## config.mk

```make
export PLATFORM = sky130hd
export DESIGN_NAME = dac_update_scheduler
export DESIGN_NICKNAME = d
export VERILOG_FILES = /design/src/rtl/dac_update_scheduler.sv
export SDC_FILE = /design/constraint.sdc
export NUM_CORES = 1
export LEC_CHECK = 0
export ABC_CLOCK_PERIOD_IN_PS = 4300
export CAP_MARGIN = 30
export CORE_MARGIN = 1
export CORE_UTILIZATION = 48
export CTS_CLUSTER_DIAMETER = 30
export CTS_CLUSTER_SIZE = 28
export DETAILED_ROUTE_END_ITERATION = 10
export PLACE_DENSITY = 0.85
export SETUP_SLACK_MARGIN = 0.05
export SLEW_MARGIN = 30
export SYNTH_ARGS = -nofsm -noshare
export SYNTH_HDL_FRONTEND = slang
export SYNTH_SLANG_ARGS = --single-unit
```

## constraint.sdc

```tcl
create_clock -name clk -period 4.3 [get_ports clk]
set_input_delay 0.86 -clock clk [delete_from_list [all_inputs] [get_ports clk]]
set_output_delay 0.86 -clock clk [all_outputs]
set_load 0.02 [all_outputs]
```

## src/rtl/dac_update_scheduler.sv

```systemverilog
// dac_update_scheduler
//
// Shares one DAC8411 serial writer between N_REQ data requesters. A round-robin
// arbiter picks a requester while idle, the winning code is latched, one
// serializer transaction is started, and after it finishes a minimum idle gap
// is enforced before the next grant. A serializer that never completes is
// abandoned after BUSY_TIMEOUT cycles and flagged on a sticky error output.
//
// Optional feature: define DAC_SCHED_STATS_EN to add per-requester saturating
// 16-bit grant counters on output grant_count.
//
// Ports:
//   clk          IP clock, shared with the ADC/DAC drivers
//   areset       asynchronous, active-high reset
//   enable       allows new grants; an in-flight transaction always finishes
//   req_valid    per-requester data valid, held until accepted
//   req_data     packed codes, requester i at [i*DAC_WIDTH +: DAC_WIDTH]
//   req_ready    accept strobe, one-hot or zero
//   dac_data     latched code to the serializer
//   dac_start    one-cycle start pulse to the serializer
//   dac_busy     serializer busy, high while shifting
//   grant_id     index of the last accepted requester
//   timeout_err  sticky, serializer never completed
//   grant_count  (DAC_SCHED_STATS_EN only) 16-bit grant counter per requester

module dac_update_scheduler #(
    parameter int unsigned N_REQ        = 3,
    parameter int unsigned DAC_WIDTH    = 16,
    parameter int unsigned MIN_GAP      = 4,
    parameter int unsigned BUSY_TIMEOUT = 1024
) (
    input  logic                         clk,
    input  logic                         areset,
    input  logic                         enable,
    input  logic [N_REQ-1:0]             req_valid,
    input  logic [N_REQ*DAC_WIDTH-1:0]   req_data,
    output logic [N_REQ-1:0]             req_ready,
    output logic [DAC_WIDTH-1:0]         dac_data,
    output logic                         dac_start,
    input  logic                         dac_busy,
    output logic [$clog2(N_REQ)-1:0]     grant_id,
    output logic                         timeout_err
`ifdef DAC_SCHED_STATS_EN
    ,
    output logic [N_REQ*16-1:0]          grant_count
`endif
);

    localparam int unsigned ID_W    = $clog2(N_REQ);
    localparam int unsigned CNT_MAX = (BUSY_TIMEOUT > MIN_GAP) ? BUSY_TIMEOUT : MIN_GAP;
    localparam int unsigned CNT_W   = $clog2(CNT_MAX + 1);

    typedef enum logic [2:0] {
        StIdle,
        StIssue,
        StWaitBusy,
        StWaitDone,
        StGap
    } state_e;

    state_e                 state_q, state_d;
    logic [DAC_WIDTH-1:0]   dac_data_q, dac_data_d;
    logic [ID_W-1:0]        grant_id_q, grant_id_d;
    logic [ID_W-1:0]        last_q, last_d;
    logic [CNT_W-1:0]       cnt_q, cnt_d;
    logic                   timeout_err_q, timeout_err_d;

    logic [ID_W-1:0]        winner;
    logic                   found;
    logic                   handshake;
    logic [CNT_W:0]         cnt_inc;

    // Round-robin scan starting just after the last winner.
    always_comb begin
        logic [ID_W-1:0] idx;
        winner = '0;
        found  = 1'b0;
        idx    = '0;
        for (int unsigned k = 1; k <= N_REQ; k++) begin
            idx = ID_W'((32'(last_q) + k) % N_REQ);
            if (!found && req_valid[idx]) begin
                found  = 1'b1;
                winner = idx;
            end
        end
    end

    assign handshake = (state_q == StIdle) && enable && found;
    assign cnt_inc   = {1'b0, cnt_q} + 1'b1;

    // State register.
    always_ff @(posedge clk or posedge areset) begin
        if (areset) begin
            state_q       <= StIdle;
            dac_data_q    <= '0;
            grant_id_q    <= '0;
            last_q        <= ID_W'(N_REQ - 1);
            cnt_q         <= '0;
            timeout_err_q <= 1'b0;
        end else begin
            state_q       <= state_d;
            dac_data_q    <= dac_data_d;
            grant_id_q    <= grant_id_d;
            last_q        <= last_d;
            cnt_q         <= cnt_d;
            timeout_err_q <= timeout_err_d;
        end
    end

    // Next-state logic. One counter serves both the busy timeout and the gap,
    // since the two phases never overlap.
    always_comb begin
        state_d       = state_q;
        dac_data_d    = dac_data_q;
        grant_id_d    = grant_id_q;
        last_d        = last_q;
        cnt_d         = cnt_q;
        timeout_err_d = timeout_err_q;

        unique case (state_q)
            StIdle: begin
                if (handshake) begin
                    dac_data_d = req_data[32'(winner)*DAC_WIDTH +: DAC_WIDTH];
                    grant_id_d = winner;
                    last_d     = winner;
                    state_d    = StIssue;
                end
            end
            StIssue: begin
                cnt_d   = '0;
                state_d = StWaitBusy;
            end
            StWaitBusy, StWaitDone: begin
                cnt_d = cnt_inc[CNT_W-1:0];
                // Completion wins over a timeout landing in the same cycle.
                if (state_q == StWaitDone && !dac_busy) begin
                    cnt_d   = '0;
                    state_d = (MIN_GAP == 0) ? StIdle : StGap;
                end else if (32'(cnt_inc) >= BUSY_TIMEOUT) begin
                    cnt_d         = '0;
                    timeout_err_d = 1'b1;
                    state_d       = StGap;
                end else if (state_q == StWaitBusy && dac_busy) begin
                    state_d = StWaitDone;
                end
            end
            StGap: begin
                // Reached on timeout even with MIN_GAP == 0; then it lasts one cycle.
                if (32'(cnt_inc) >= MIN_GAP) begin
                    cnt_d   = '0;
                    state_d = StIdle;
                end else begin
                    cnt_d = cnt_inc[CNT_W-1:0];
                end
            end
            default: state_d = StIdle;
        endcase
    end

    // Outputs. req_ready is gated by areset so all outputs read zero while in reset.
    always_comb begin
        req_ready   = '0;
        if (handshake && !areset) begin
            req_ready[winner] = 1'b1;
        end
        dac_start   = (state_q == StIssue);
        dac_data    = dac_data_q;
        grant_id    = grant_id_q;
        timeout_err = timeout_err_q;
    end

`ifdef DAC_SCHED_STATS_EN
    logic [N_REQ-1:0][15:0] grant_count_q;

    always_ff @(posedge clk or posedge areset) begin
        if (areset) begin
            grant_count_q <= '0;
        end else if (handshake && grant_count_q[winner] != 16'hFFFF) begin
            grant_count_q[winner] <= grant_count_q[winner] + 16'd1;
        end
    end

    assign grant_count = grant_count_q;
`endif

endmodule
```

Word level (Yosys, flattened, before mapping)
Cells that the tools add are included.
{"block": "totals", "ff_bits": 35, "input_bits": 55, "output_inout_bits": 23, "elab_cells": 72}
{"block": "classes", "n_reduce_logical": 18, "bitwise_logic": 1, "shift": 1, "div_mod_pow": 3, "n_lt_le_gt_ge": 7, "add_sub_neg": 4, "n_eq_ne": 7, "muxes": 25}
{"operator": "remainder unit 32 x 2 -> 32 bit (second input constant)", "count": 3}
{"operator": "variable part select 48 x 7 -> 16 bit", "count": 1}
{"operator": "two-way mux 11 bit", "count": 3}
{"operator": "one-hot mux 11 bit (3 select lines)", "count": 1}
{"operator": "two-way mux 3 bit", "count": 6}
{"operator": "adder 11 x 1 -> 12 bit (second input constant)", "count": 1}
{"operator": ">= comparator 12 x 11 -> 1 bit (second input constant)", "count": 1}
{"operator": ">= comparator 12 x 3 -> 1 bit (second input constant)", "count": 1}
{"operator": "less-than comparator 2 x 3 -> 1 bit (second input constant)", "count": 4}
{"operator": "one-hot mux 3 bit (4 select lines)", "count": 1}
{"operator": "logical AND 1 bit", "count": 8}
{"operator": "two-way mux 1 bit", "count": 7}
{"operator": "adder 2 x 2 -> 3 bit (second input constant)", "count": 2}
{"operator": "binary-select mux 1 bit (select 2 bit)", "count": 3}
{"operator": "equality test 3 x 2 -> 1 bit (second input constant)", "count": 2}
{"operator": "two-way mux 2 bit", "count": 3}
{"operator": "AND reduction 3 bit", "count": 2}
{"operator": "logical NOT 1 bit", "count": 4}
{"operator": "inequality test 2 bit (second input constant)", "count": 2}
{"operator": "inequality test 4 bit (second input constant)", "count": 1}
{"operator": "adder 2 x 1 -> 3 bit (second input constant)", "count": 1}
{"operator": "equality test 3 x 1 -> 1 bit (second input constant)", "count": 1}
{"operator": "equality test 3 bit (second input constant)", "count": 1}
{"operator": "logical NOT 3 bit", "count": 1}
{"operator": "6 further kinds", "count": 6}

Logic depth before layout (Yosys ltp)
{"block": "depth", "ltp_word": 16, "mapped_depth": 10, "mapped_depth_nobuf": 8}

Least setup slack after synthesis
No wires, ideal clock.
{"block": "synth_path", "kind": "input port to output port", "startpoint": "in req_valid[0]", "endpoint": "out req_ready[0]", "n_path_buf": 2, "required_time_ps": 3440, "t_arrival_ps": 2442, "stages": 7, "path_slack_ps": 998, "cell_sequence": "inv_1 > maj3_1 > o221a_1 > clkbuf_1 > nor2_1 > buf_2 > and3_1"}
{"block": "synth_between", "elab_chain_cells": 14, "word_cells_on_any_way": 24, "classes_between": "order compare (2); mux (15); reduce/logical (7)"}
{"item": "start, declared", "line": "35", "rtl": "input logic [N_REQ-1:0] req_valid,"}
{"item": "binary-select mux 1 bit (select 2 bit)", "line": "81", "rtl": "if (!found && req_valid[idx]) begin"}
{"item": "two-way mux 1 bit (implied by the code)", "line": "81"}
{"item": "two-way mux 1 bit", "line": "81"}
{"item": "logical NOT 1 bit", "line": "81"}
{"item": "logical AND 1 bit", "line": "81"}
{"item": "two-way mux 1 bit", "line": "81"}
{"item": "logical NOT 1 bit", "line": "81"}
{"item": "logical AND 1 bit", "line": "81"}
{"item": "two-way mux 2 bit", "line": "81"}
{"item": "less-than comparator 2 x 3 -> 1 bit (implied by the code) / >= comparator 2 x 1 -> 1 bit (equally long branches)", "line": "164", "rtl": "req_ready[winner] = 1'b1;"}
{"item": "logical AND 1 bit (implied by the code)", "line": "164"}
{"item": "two-way mux 1 bit (implied by the code)", "line": "164"}
{"item": "demux 1 bit (select 2 bit)", "line": "164"}
{"item": "two-way mux 3 bit (*)", "line": "163", "rtl": "if (handshake && !areset) begin"}
{"item": "end, declared", "line": "37", "rtl": "output logic [N_REQ-1:0] req_ready,"}
Every way passes the cells marked *; elsewhere a longest branch is shown, timed or not. The select of a mux whose other input is x is not followed.

Worst setup path in the final report
{"block": "layout_path", "startpoint": "in req_valid[1]", "endpoint": "out req_ready[0]"}
The elaborated chain is that of the path after synthesis.

==> results_dict.tcl <==
set metrics [dict create \
    status "complete, no violations" \
    grt_pass1_wl_mm 8.92 \
    grt_max_degree 25 \
    place_area_sq_um 2870 \
    yosys.area_share.xor_xnor 0.00841 \
    synth_compound_area_frac 0.246 \
    drive_gt1_frac 0.0860 \
    num_vias 2096 \
    routedWlPerCell_um 15.2 \
    grt_pass1_vias 2001 \
    cp-start-kind "input pin" \
    synth_top_family_by_area "compound AO/OA/AOI/OAI gates" \
    synthSimpleGateAreaFrac 0.227 \
    clk_latency_ns 0.29 \
    syn_nets 299 \
    final-setup-viol-count 0 \
    synthMuxAreaShare 0.0120 \
    p_total_mw 1.80 \
    timing.fmax_mhz 245 \
    globalplace.congestion 0.835 \
    clk_pin_slew_ns 0.06 \
    synth_edf_count 0 \
    cts_max_level 2 \
    yosys_warnings 0 \
    vdd_drop_max_uv 372 \
    required_ns 3.44 \
    clockBufferDepth 2 \
    leakagePower_nw 1.24 \
    hp-class "reg -> reg" \
    synthFlopType "dfrtp_1" \
    port_buffers 77 \
    synth_top_area_cell "dfrtp_1" \
    cts.sinks 34 \
    period_minus_slack_ns 4.08 \
    stdcell_area_sq_um 2970 \
    gr-total-overflow 0 \
    io-pin-count 78 \
    ys_ff_latch 34 \
    die_h_um 67.9 \
    area_growth_pct 42.5 \
    cts_hold_buf 0 \
    viasPerCell 5.76 \
    cap_viol_max_count 0 \
    yosysTopAreaCellShare 0.397 \
    rsz0062_at_grt "false" \
    dp_cells 356 \
    worst-endpoint-arrival_ns 3.22 \
    cts_tree "yes" \
    cts-root-buf "clkbuf_8" \
    drtIter0Drc 187 \
    n_antenna_cell 0 \
    hp-start "timeout_err" \
    post-route-period-util 0.949 \
    fin_cells 364 \
    cts_buffers 5 \
    slew_headroom 0.517 \
    dieArea_sq_um 4600 \
    cp_max_fo 6 \
    worst_pin_slew_ns 0.722 \
    drt-total-wl_mm 5.54 \
    dpl.hpwl_mm 4.19 \
    antenna_left 0 \
    power_density_nw_per_um2 606 \
    antenna_found_initial 0 \
    synth_fa_ha_area_frac 0.0337 \
    cts_resized 0 \
    synth.avg_cell_area_sq_um 8.67 \
    synthTopCellsByArea "dfrtp_1 (40%), nand2_1 (5.9%), a22oi_1 (5.8%), a31oi_1 (5.1%), nor2_1 (4.3%)" \
    async_flop_share 1.00 \
    ys_seq_area_frac 0.409 \
    fin_nets 372 \
    fin_skew_ns 0.00787 \
    yosys-top-cells-count "dfrtp_1 (33), nand2_1 (33), nor2_1 (24)" \
    die_x_um 67.9 \
    synth_cells 240 \
    r2r-start "cnt_q[0]" \
    syn_area_sq_um 2080 \
    grt_usage 0.268 \
    end_kind "output pin" \
    rows 23 \
    final_hold_viol_count 0 \
    core_sq_um 4090 \
    crit_start "req_valid[1]" \
    synth_cell_types 54 \
    drc 0 \
    start_util 0.509 \
    cts_setup_buffers 0 \
    slew_violations 0 \
    worstSetupPathType "in -> out" \
    finalSetupTns_ns 0 \
    drtPass1Iterations 4 \
]
[state kept, by name (all words and copies together), names as in the netlist]
name,cells
cnt_q,11
dac_data,16
grant_id,2
last_q,1
state_q,3
timeout_err,1
[power by group]
group	internal, mW	switching, mW	total [mW]
combinational	0.451	0.559	1.01
sequential	0.438	0.104	0.542
clock	0.129	0.119	0.247
[layer usage]
layer | vias to the layer above | track usage | share of wire
met1 | 984 | 0.297 | 0.39
met3 | 13 | 0.0933 | 0.076
met5 | - | 0 | 0
met2 | 80 | 0.470 | 0.51
met4 | 0 | 0.104 | 0.025
li1 | 1019 | - | -
[cell type report]
type                    instances  area, sq um
repair buffers                 84          823
well taps                      50         62.6
inverters                      10         37.5
clock inverters                 2         12.5
fillers                       318         1120
flip-flops and latches         34          852
clock buffers                   6         82.6
multi-input cells             178         1100
[layout by cell type (no fill, tap or decap), types with 2 or more instances in the layout]
master and instances:
clkdlybuf4s50_1 77, nand2_1 33, dfrtp_1 33, nor2_1 24
a31oi_1 17, a22oi_1 16, inv_1 10, nor3_1 8
buf_4 7, clkbuf_8 6, a21oi_1 5, o21ai_1 5
a21o_1 5, nand4_1 4, o21ai_0 4, and3_1 4
or3_1 4, ha_1 4, nand3_1 3, maj3_1 2
o31ai_1 2, a211oi_1 2, and2_1 2, nor3b_1 2
nor2b_1 2, xor2_1 2, or4_1 2, o211ai_1 2
or2_2 2
[through the flow]
| stage | hold WS [ns] | worst slack [ns] | utilization |
|---|---|---|---|
| 6_report | 0.452 | 0.219 | 0.726 |
| 5_1_grt | 0.494 | 0.0904 | 0.726 |
| 4_1_cts | 0.459 | 0.226 | 0.726 |
| 3_5_place_dp | 0.447 | 0.236 | 0.703 |
| 3_3_place_gp | 0.441 | 0.277 | 0.703 |
| 2_1_floorplan | 0.476 | 0.998 | - |
[worst paths after layout]
check / to / slack [ns] / depth (start not counted)
max in group asynchronous: last_q[1] / 2.85 / 3
setup / recovery: req_ready[0] / 0.22 / 7
hold reg to reg: timeout_err / 0.45 / 1
min in group asynchronous: dac_data[9] / 0.82 / 2
setup reg to reg: cnt_q[4] / 1.57 / 7
hold / removal: timeout_err / 0.45 / 1
[logic make-up after synthesis]
kind of cell,count (synthesis)
simple gates,97
mux,2
flops,34
fa+ha+maj,6
buf+inv,28
xor+xnor,2
compound gates,71
[critical path, cell delays in order]
cell and delay [ns]:
clkdlybuf4s50_1 0.55, nor2_1 0.09, maj3_1 0.35, a211oi_1 0.25, and2_1 0.27, and3_1 0.19
clkdlybuf4s50_1 0.66
Note: power is estimated with default switching activity, not from simulation.
